[src/rtl/wifi_uart_fc.sv]
`default_nettype none
// ============================================================================
//  Module      : wifi_uart_fc_fifo
//  Description : First-word-fall-through FIFO with occupancy count. The head
//                entry is always visible on o_dout while o_empty is low.
//                A push is accepted on a full FIFO when a pop happens in the
//                same cycle; a pop on an empty FIFO is ignored.
//  Ports       : clk, rst            - clock, synchronous active-high reset
//                i_push, i_din       - write request and data
//                i_pop               - remove head (ignored when empty)
//                o_dout              - head of queue
//                o_level             - number of stored entries
//                o_empty, o_full     - occupancy flags
//  Revision    : 1.0 - initial release
// ============================================================================
module wifi_uart_fc_fifo #(
    parameter int DEPTH = 16,
    parameter int WIDTH = 8
) (
    input  logic                         clk,
    input  logic                         rst,
    input  logic                         i_push,
    input  logic [WIDTH-1:0]             i_din,
    input  logic                         i_pop,
    output logic [WIDTH-1:0]             o_dout,
    output logic [$clog2(DEPTH+1)-1:0]   o_level,
    output logic                         o_empty,
    output logic                         o_full
);

    localparam int c_AW = $clog2(DEPTH);
    localparam int c_LW = $clog2(DEPTH + 1);

    logic [WIDTH-1:0] r_mem [DEPTH];
    logic [c_AW-1:0]  r_wr_ptr;
    logic [c_AW-1:0]  r_rd_ptr;
    logic [c_LW-1:0]  r_level;

    logic w_empty;
    logic w_full;
    logic w_do_pop;
    logic w_do_push;

    assign w_empty   = (r_level == '0);
    assign w_full    = (r_level == c_LW'(DEPTH));
    assign w_do_pop  = i_pop & ~w_empty;
    // A full FIFO still takes a push when the head leaves in the same cycle.
    assign w_do_push = i_push & (~w_full | w_do_pop);

    always_ff @(posedge clk) begin
        if (w_do_push) begin
            r_mem[r_wr_ptr] <= i_din;
        end
    end

    always_ff @(posedge clk) begin
        if (rst) begin
            r_wr_ptr <= '0;
            r_rd_ptr <= '0;
            r_level  <= '0;
        end else begin
            if (w_do_push) begin
                r_wr_ptr <= r_wr_ptr + c_AW'(1);
            end
            if (w_do_pop) begin
                r_rd_ptr <= r_rd_ptr + c_AW'(1);
            end
            if (w_do_push && !w_do_pop) begin
                r_level <= r_level + c_LW'(1);
            end else if (!w_do_push && w_do_pop) begin
                r_level <= r_level - c_LW'(1);
            end
        end
    end

    assign o_dout  = r_mem[r_rd_ptr];
    assign o_level = r_level;
    assign o_empty = w_empty;
    assign o_full  = w_full;

endmodule

// ============================================================================
//  Module      : wifi_uart_fc
//  Description : UART for the WiFi module with TX/RX FIFOs, RTS/CTS hardware
//                flow control, sticky error flags and FIFO level reporting.
//                8N1-style framing with DATA_BITS data bits, no parity, one
//                stop bit.
//  Ports       : clk_clk, reset_reset        - clock, sync active-high reset
//                tx_data/tx_valid/tx_ready   - byte stream into TX FIFO
//                rx_data/rx_valid/rx_ready   - byte stream out of RX FIFO
//                tx_level, rx_level          - FIFO occupancy
//                err_clear                   - clears sticky error flags
//                rx_overrun, rx_frame_err    - sticky error flags
//                uart_rxd, uart_txd          - serial data pins
//                uart_cts_n, uart_rts_n      - flow-control pins
//  Revision    : 1.0 - initial release
// ============================================================================
module wifi_uart_fc #(
    parameter int CLKS_PER_BIT = 434,
    parameter int DATA_BITS    = 8,
    parameter int TX_DEPTH     = 16,
    parameter int RX_DEPTH     = 16,
    parameter int RTS_MARGIN   = 4
) (
    input  logic                            clk_clk,
    input  logic                            reset_reset,
    input  logic [DATA_BITS-1:0]            tx_data,
    input  logic                            tx_valid,
    output logic                            tx_ready,
    output logic [DATA_BITS-1:0]            rx_data,
    output logic                            rx_valid,
    input  logic                            rx_ready,
    output logic [$clog2(TX_DEPTH+1)-1:0]   tx_level,
    output logic [$clog2(RX_DEPTH+1)-1:0]   rx_level,
    input  logic                            err_clear,
    output logic                            rx_overrun,
    output logic                            rx_frame_err,
    input  logic                            uart_rxd,
    output logic                            uart_txd,
    input  logic                            uart_cts_n,
    output logic                            uart_rts_n
);

    localparam int c_CW   = $clog2(CLKS_PER_BIT);
    localparam int c_BW   = $clog2(DATA_BITS);
    localparam int c_RXLW = $clog2(RX_DEPTH + 1);

    localparam logic [c_CW-1:0]   c_CTR_LAST = c_CW'(CLKS_PER_BIT - 1);
    localparam logic [c_CW-1:0]   c_CTR_HALF = c_CW'(CLKS_PER_BIT / 2 - 1);
    localparam logic [c_BW-1:0]   c_BIT_LAST = c_BW'(DATA_BITS - 1);
    localparam logic [c_RXLW-1:0] c_RX_DEPTH = c_RXLW'(RX_DEPTH);
    localparam logic [c_RXLW-1:0] c_MARGIN   = c_RXLW'(RTS_MARGIN);

    // ------------------------------------------------------------------
    // Input synchronisers. Both idle high so a reset never looks like a
    // start bit or a CTS grant.
    // ------------------------------------------------------------------
    logic r_rxd_s1;
    logic r_rxd_s2;
    logic r_rxd_d;
    logic r_cts_s1;
    logic r_cts_s2;

    always_ff @(posedge clk_clk) begin
        if (reset_reset) begin
            r_rxd_s1 <= 1'b1;
            r_rxd_s2 <= 1'b1;
            r_rxd_d  <= 1'b1;
            r_cts_s1 <= 1'b1;
            r_cts_s2 <= 1'b1;
        end else begin
            r_rxd_s1 <= uart_rxd;
            r_rxd_s2 <= r_rxd_s1;
            r_rxd_d  <= r_rxd_s2;
            r_cts_s1 <= uart_cts_n;
            r_cts_s2 <= r_cts_s1;
        end
    end

    // Holds tx_ready low while in reset and releases it the cycle after.
    logic r_run;

    always_ff @(posedge clk_clk) begin
        if (reset_reset) begin
            r_run <= 1'b0;
        end else begin
            r_run <= 1'b1;
        end
    end

    // ------------------------------------------------------------------
    // TX FIFO
    // ------------------------------------------------------------------
    logic [DATA_BITS-1:0] w_tx_head;
    logic                 w_tx_empty;
    logic                 w_tx_full;
    logic                 w_tx_pop;
    logic                 w_tx_push;

    assign tx_ready  = r_run & ~w_tx_full;
    assign w_tx_push = tx_valid & tx_ready;

    wifi_uart_fc_fifo #(
        .DEPTH (TX_DEPTH),
        .WIDTH (DATA_BITS)
    ) u_tx_fifo (
        .clk     (clk_clk),
        .rst     (reset_reset),
        .i_push  (w_tx_push),
        .i_din   (tx_data),
        .i_pop   (w_tx_pop),
        .o_dout  (w_tx_head),
        .o_level (tx_level),
        .o_empty (w_tx_empty),
        .o_full  (w_tx_full)
    );

    // ------------------------------------------------------------------
    // TX FSM. uart_txd is registered from the current state, so the pin
    // trails the state by one cycle; a write therefore reaches the pin two
    // edges after it is accepted.
    // ------------------------------------------------------------------
    typedef enum logic [1:0] {
        TX_IDLE  = 2'd0,
        TX_START = 2'd1,
        TX_DATA  = 2'd2,
        TX_STOP  = 2'd3
    } tx_state_t;

    tx_state_t            r_tx_state;
    logic [c_CW-1:0]      r_tx_ctr;
    logic [c_BW-1:0]      r_tx_bit;
    logic [DATA_BITS-1:0] r_tx_shift;
    logic                 r_txd;
    logic                 w_tx_go;
    logic                 w_tx_ctr_done;

    assign w_tx_go       = ~w_tx_empty & ~r_cts_s2;
    assign w_tx_ctr_done = (r_tx_ctr == c_CTR_LAST);

    // The end of a stop bit doubles as the idle decision point so that
    // queued bytes follow each other with no idle gap.
    always_comb begin
        w_tx_pop = 1'b0;
        case (r_tx_state)
            TX_IDLE: w_tx_pop = w_tx_go;
            TX_STOP: w_tx_pop = w_tx_ctr_done & w_tx_go;
            default: w_tx_pop = 1'b0;
        endcase
    end

    always_ff @(posedge clk_clk) begin
        if (reset_reset) begin
            r_tx_state <= TX_IDLE;
            r_tx_ctr   <= '0;
            r_tx_bit   <= '0;
            r_tx_shift <= '0;
            r_txd      <= 1'b1;
        end else begin
            case (r_tx_state)
                TX_START: r_txd <= 1'b0;
                TX_DATA:  r_txd <= r_tx_shift[0];
                default:  r_txd <= 1'b1;
            endcase

            case (r_tx_state)
                TX_IDLE: begin
                    r_tx_ctr <= '0;
                    if (w_tx_go) begin
                        r_tx_state <= TX_START;
                        r_tx_shift <= w_tx_head;
                    end
                end
                TX_START: begin
                    if (w_tx_ctr_done) begin
                        r_tx_ctr   <= '0;
                        r_tx_bit   <= '0;
                        r_tx_state <= TX_DATA;
                    end else begin
                        r_tx_ctr <= r_tx_ctr + c_CW'(1);
                    end
                end
                TX_DATA: begin
                    if (w_tx_ctr_done) begin
                        r_tx_ctr   <= '0;
                        r_tx_shift <= {1'b0, r_tx_shift[DATA_BITS-1:1]};
                        if (r_tx_bit == c_BIT_LAST) begin
                            r_tx_state <= TX_STOP;
                        end else begin
                            r_tx_bit <= r_tx_bit + c_BW'(1);
                        end
                    end else begin
                        r_tx_ctr <= r_tx_ctr + c_CW'(1);
                    end
                end
                TX_STOP: begin
                    if (w_tx_ctr_done) begin
                        r_tx_ctr <= '0;
                        if (w_tx_go) begin
                            r_tx_state <= TX_START;
                            r_tx_shift <= w_tx_head;
                        end else begin
                            r_tx_state <= TX_IDLE;
                        end
                    end else begin
                        r_tx_ctr <= r_tx_ctr + c_CW'(1);
                    end
                end
                default: r_tx_state <= TX_IDLE;
            endcase
        end
    end

    assign uart_txd = r_txd;

    // ------------------------------------------------------------------
    // RX FIFO
    // ------------------------------------------------------------------
    logic                 w_rx_empty;
    logic                 w_rx_full;
    logic                 w_rx_push;
    logic                 w_rx_pop;
    logic [DATA_BITS-1:0] r_rx_shift;

    assign rx_valid = ~w_rx_empty;
    assign w_rx_pop = rx_ready & ~w_rx_empty;

    wifi_uart_fc_fifo #(
        .DEPTH (RX_DEPTH),
        .WIDTH (DATA_BITS)
    ) u_rx_fifo (
        .clk     (clk_clk),
        .rst     (reset_reset),
        .i_push  (w_rx_push),
        .i_din   (r_rx_shift),
        .i_pop   (rx_ready),
        .o_dout  (rx_data),
        .o_level (rx_level),
        .o_empty (w_rx_empty),
        .o_full  (w_rx_full)
    );

    // ------------------------------------------------------------------
    // RX FSM. RX_WAIT holds off after a framing error until the line is
    // back high, so a break is not decoded as a stream of frames.
    // ------------------------------------------------------------------
    typedef enum logic [2:0] {
        RX_IDLE  = 3'd0,
        RX_START = 3'd1,
        RX_DATA  = 3'd2,
        RX_STOP  = 3'd3,
        RX_WAIT  = 3'd4
    } rx_state_t;

    rx_state_t       r_rx_state;
    logic [c_CW-1:0] r_rx_ctr;
    logic [c_BW-1:0] r_rx_bit;
    logic            w_rx_fall;
    logic            w_rx_ctr_done;
    logic            w_rx_stop_smp;
    logic            w_ovr_set;
    logic            w_fe_set;

    assign w_rx_fall     = r_rxd_d & ~r_rxd_s2;
    assign w_rx_ctr_done = (r_rx_ctr == c_CTR_LAST);
    assign w_rx_stop_smp = (r_rx_state == RX_STOP) & w_rx_ctr_done;
    assign w_rx_push     = w_rx_stop_smp & r_rxd_s2 & (~w_rx_full | w_rx_pop);
    assign w_ovr_set     = w_rx_stop_smp & r_rxd_s2 & w_rx_full & ~w_rx_pop;
    assign w_fe_set      = w_rx_stop_smp & ~r_rxd_s2;

    always_ff @(posedge clk_clk) begin
        if (reset_reset) begin
            r_rx_state <= RX_IDLE;
            r_rx_ctr   <= '0;
            r_rx_bit   <= '0;
            r_rx_shift <= '0;
        end else begin
            case (r_rx_state)
                RX_IDLE: begin
                    r_rx_ctr <= '0;
                    if (w_rx_fall) begin
                        r_rx_state <= RX_START;
                    end
                end
                RX_START: begin
                    // Half a bit in: a high line here was only a glitch.
                    if (r_rx_ctr == c_CTR_HALF) begin
                        r_rx_ctr <= '0;
                        r_rx_bit <= '0;
                        if (r_rxd_s2) begin
                            r_rx_state <= RX_IDLE;
                        end else begin
                            r_rx_state <= RX_DATA;
                        end
                    end else begin
                        r_rx_ctr <= r_rx_ctr + c_CW'(1);
                    end
                end
                RX_DATA: begin
                    if (w_rx_ctr_done) begin
                        r_rx_ctr   <= '0;
                        r_rx_shift <= {r_rxd_s2, r_rx_shift[DATA_BITS-1:1]};
                        if (r_rx_bit == c_BIT_LAST) begin
                            r_rx_state <= RX_STOP;
                        end else begin
                            r_rx_bit <= r_rx_bit + c_BW'(1);
                        end
                    end else begin
                        r_rx_ctr <= r_rx_ctr + c_CW'(1);
                    end
                end
                RX_STOP: begin
                    if (w_rx_ctr_done) begin
                        r_rx_ctr <= '0;
                        if (r_rxd_s2) begin
                            r_rx_state <= RX_IDLE;
                        end else begin
                            r_rx_state <= RX_WAIT;
                        end
                    end else begin
                        r_rx_ctr <= r_rx_ctr + c_CW'(1);
                    end
                end
                RX_WAIT: begin
                    r_rx_ctr <= '0;
                    if (r_rxd_s2) begin
                        r_rx_state <= RX_IDLE;
                    end
                end
                default: r_rx_state <= RX_IDLE;
            endcase
        end
    end

    // ------------------------------------------------------------------
    // Sticky error flags: a set event beats a simultaneous clear.
    // ------------------------------------------------------------------
    logic r_overrun;
    logic r_frame_err;

    always_ff @(posedge clk_clk) begin
        if (reset_reset) begin
            r_overrun   <= 1'b0;
            r_frame_err <= 1'b0;
        end else begin
            if (w_ovr_set) begin
                r_overrun <= 1'b1;
            end else if (err_clear) begin
                r_overrun <= 1'b0;
            end
            if (w_fe_set) begin
                r_frame_err <= 1'b1;
            end else if (err_clear) begin
                r_frame_err <= 1'b0;
            end
        end
    end

    assign rx_overrun   = r_overrun;
    assign rx_frame_err = r_frame_err;

    // ------------------------------------------------------------------
    // RTS: ask the peer to stop once fewer than RTS_MARGIN slots are free.
    // ------------------------------------------------------------------
    logic [c_RXLW-1:0] w_rx_free;
    logic              r_rts_n;

    assign w_rx_free = c_RX_DEPTH - rx_level;

    always_ff @(posedge clk_clk) begin
        if (reset_reset) begin
            r_rts_n <= 1'b1;
        end else begin
            r_rts_n <= (w_rx_free < c_MARGIN);
        end
    end

    assign uart_rts_n = r_rts_n;

endmodule
`default_nettype wire

[config.mk]
export PLATFORM = sky130hd
export DESIGN_NAME = wifi_uart_fc
export DESIGN_NICKNAME = d
export VERILOG_FILES = /design/src/rtl/wifi_uart_fc.sv
export SDC_FILE = /design/constraint.sdc
export NUM_CORES = 1
export LEC_CHECK = 0
export ABC_AREA = 1
export CAP_MARGIN = 20
export CORE_MARGIN = 5
export CORE_UTILIZATION = 62
export CTS_CLUSTER_SIZE = 20
export DETAILED_ROUTE_END_ITERATION = 16
export GPL_ROUTABILITY_DRIVEN = 0
export PLACE_DENSITY = 0.89
export SLEW_MARGIN = 20
export SYNTH_ARGS = -nofsm -noshare
export SYNTH_HDL_FRONTEND = slang
export SYNTH_HIERARCHICAL = 1
export SYNTH_SLANG_ARGS = --single-unit
[constraint.sdc]
create_clock -name clk_clk -period 3 [get_ports clk_clk]
set_input_delay 0.6 -clock clk_clk [delete_from_list [all_inputs] [get_ports clk_clk]]
set_output_delay 0.6 -clock clk_clk [all_outputs]
set_load 0.02 [all_outputs]
==> run_results.csv <==
group,metric,value,unit
status,status,"complete, no violations",
clock_network,cts_inserted_buffers,35,
sta,slew_headroom,34.8,%
routing,avgRoutedWirePerCell,17.2,um
placed_design,io_buffer_count,38,
global_route,grt_antenna_before_repair,0,
synth,yosysTopAreaCellShare,50.2,%
synth,synth.distinct_cells,41,
floorplanning,die-area,0.0280,sq mm
synth,synth_edf_count,256,
hold_path,hold_path_class,"flop to flop",
clock_network,clk_pin_slew,0.06,ns
worst_setup_path,required,2.40,ns
routing,drtIter0Drc,1475,
routing,ant_nets,0,
finish,diodes,0,
job,max_cap_violations,0,
worst_setup_path,crit_type,"flop to output pin",
synth,synth_area_per_cell,9.73,sq um
floorplanning,rows,57,
floorplanning,die_w,167,um
floorplanning,dieHeight,167,um
placed_design,post-dp-hpwl,21300,um
sta,max_freq,335,MHz
worst_setup_path,max_stage_delay,0.61,ns
floorplanning,io_pins,39,
finish,fin_nets,1698,
global_route,grt_util_met3,3.84,%
clock_network,clock-sinks,345,
synth,ys_ff_latch,345,
global_route,use_met2,43.0,%
pwr,p_per_area,760,mW/mm^2
synth,yosys.area.top_type,"edfxtp_1",
worst_setup_path,crit_fanout,16,
synth,synth-main-ff-cell,"edfxtp_1",
clock_network,h-tree-depth,2,
routing,routed-via-count,11600,
synth,synthesis.area,0.0153,sq mm
routing,wirelength,34400,um
pwr,ir_drop,0.758,mV
finish,mostFrequentLayoutCell,"nand2_1",
sta,setup_tns,0,ns
synth,yosysSeqAreaShare,61.8,%
sta,period_share,99.6,%
routing,remaining_drc_errors,0,
global_route,use_met1,29.5,%
clock_network,clockBufferDepth,3,
synth,synth.area.top_cells,"edfxtp_1, dfxtp_1, nand2_1, nand3_1, nor2_1",
global_route,grt.total_usage,24.0,%
clock_network,cts_root_buf,"clkbuf_16",
routing,vias_per_cell,5.79,
sta,worst_pin_slew,0.976,ns
global_route,grt_pass1_vias,11400,
global_route,grt.overflow.total,0,
worst_setup_path,crit_path_cell_trace,"buf_6, nor2_1, nor2_1, o21ai_0, nand3_1, nand3_1, nand2_1, clkdlybuf4s50_1",
sta,maxSlewViolCount,0,
floorplanning,start_util,63.0,%
worst_setup_path,crit_arrival,2.39,ns
worst_setup_path,cp-end-kind,"output pin",
global_route,gr-max-usage-layer,"met2",
global_route,grt_max_degree,75,
sta,skew,0.0228,ns
clock_network,hold_buffers,0,
global_route,grt_pass1_wl,55300,um
routing,dr.pass1.iters,6,
synth,syn_nets,1625,
finish,drive_gt1_share,10.9,%
finish,instances_no_fill,1999,
synth,ys_warn_count,6,
sta,rsz0062_at_grt,"yes",
synth,syn_inst,1576,
clock_network,cts_tree,"done",
finish,fill_cells,1521,
placed_design,placed_cells,1934,
sta,fin_crit,2.99,ns
floorplanning,core_area,0.0243,sq mm
clock_network,clock_latency,0.52,ns
sta,hold_violations,0,
finish,area_delta_synth_final,14.2,%
worst_setup_path,slowest_stage,"clkdlybuf4s50_1",
worst_setup_path,startpoint_type,"flop",
sta,setup_viol,0,
synth,async_flop_share,0,%
finish,final_cell_mix,"nand2_1, edfxtp_1, nor2_1",
pwr,leakagePower,6.98,nW
## cells by family after synthesis
group | after synthesis | synth area share (%)
XOR/XNOR | 9 | 0.514
adder cells (fa/ha/maj) | 34 | 2.87
buffers and inverters | 205 | 5.88
AO/OA/AOI/OAI | 140 | 5.14
flip-flops | 345 | 61.8
AND/OR/NAND/NOR | 836 | 23.4
multiplexers | 7 | 0.457
## power breakdown
part,switching (mW),internal [mW]
Sequential,0.232,5.30
Combinational,2.21,1.25
Clock,1.76,2.54
Total,4.20,9.10
## critical path: cells and delay by family (launching register included)
family,cells,cell delay [ns]
buf+inv,2,0.81
flops,1,0.44
compound gates,1,0.14
simple gates,5,0.48
## registers in the layout, summed over array words and instances (netlist names), 5 cells and up, named ones only
name               cells
u_rx_fifo/r_mem      128
u_tx_fifo/r_mem      128
r_rx_ctr               9
r_tx_ctr               9
r_rx_shift             8
r_tx_shift             8
u_rx_fifo/o_level      5
u_tx_fifo/o_level      5
## cells in the mapped netlist, types with 3 or more instances
cell type,number
nand2_1,408
edfxtp_1,256
nor2_1,175
nand3_1,165
inv_1,133
dfxtp_1,89
a21oi_1,49
nor3_1,38
o21ai_0,35
ha_1,32
o21ai_1,27
clkbuf_1,21
o211ai_1,20
buf_2,18
buf_4,11
inv_2,11
nand4_1,10
buf_6,9
nand2_2,9
mux2i_1,7
xor2_1,7
nor2_2,6
or2_2,6
nand2_4,3
nand3b_1,3
nor3_2,3
nor3b_1,3
## stage by stage
step	hold slack, ns	instance area [sq um]	total power, mW	setup WS, ns	utilization [%]
after floorplan	0.389	15300	7.96	0.0589	-
after global placement	0.399	16200	8.69	0.140	66.7
after detailed placement	0.415	16200	8.86	-0.0283	66.7
after CTS	0.430	17400	13.2	0.00295	71.6
after global routing	0.444	17500	14.0	-0.101	72.0
final	0.428	17500	13.3	0.0114	72.0
## path summary, 6_finish.rpt
kind,start,endpoint,slack (ns),cells after the start
setup reg to reg,r_tx_state[0],u_tx_fifo/o_level[4],0.15,16
hold / removal,r_rxd_s1,r_rxd_s2,0.43,1
setup / recovery,flop,rx_data[1],0.01,8
hold reg to reg,r_rxd_s1,r_rxd_s2,0.43,1
## final cells by class
| class | count | area (sq um) | share of cell area [%] |
|---|---|---|---|
| Sequential cell | 345 | 9480 | 54.1 |
| Tap cell | 324 | 405 | 2.32 |
| Clock buffer | 50 | 1010 | 5.79 |
| Timing Repair Buffer | 97 | 893 | 5.10 |
| Multi-Input combinational cell | 1026 | 5030 | 28.7 |
| Clock inverter | 13 | 145 | 0.829 |
| Inverter | 144 | 543 | 3.10 |
## repair_timing
action	in CTS	in global routing
pin swaps	0	3
gates resized for setup	8	30
setup buffers	2	0
setup endpoints to repair	11	13
## metal layers
| metal | vias up | part of all wire (%) |
|---|---|---|
| met3 | 95 | 7.4 |
| met4 | 0 | 3.2 |
| met5 | - | 0 |
| li1 | 5417 | - |
| met1 | 5470 | 38 |
| met2 | 586 | 51 |
Note: power is estimated with default switching activity, not from simulation.
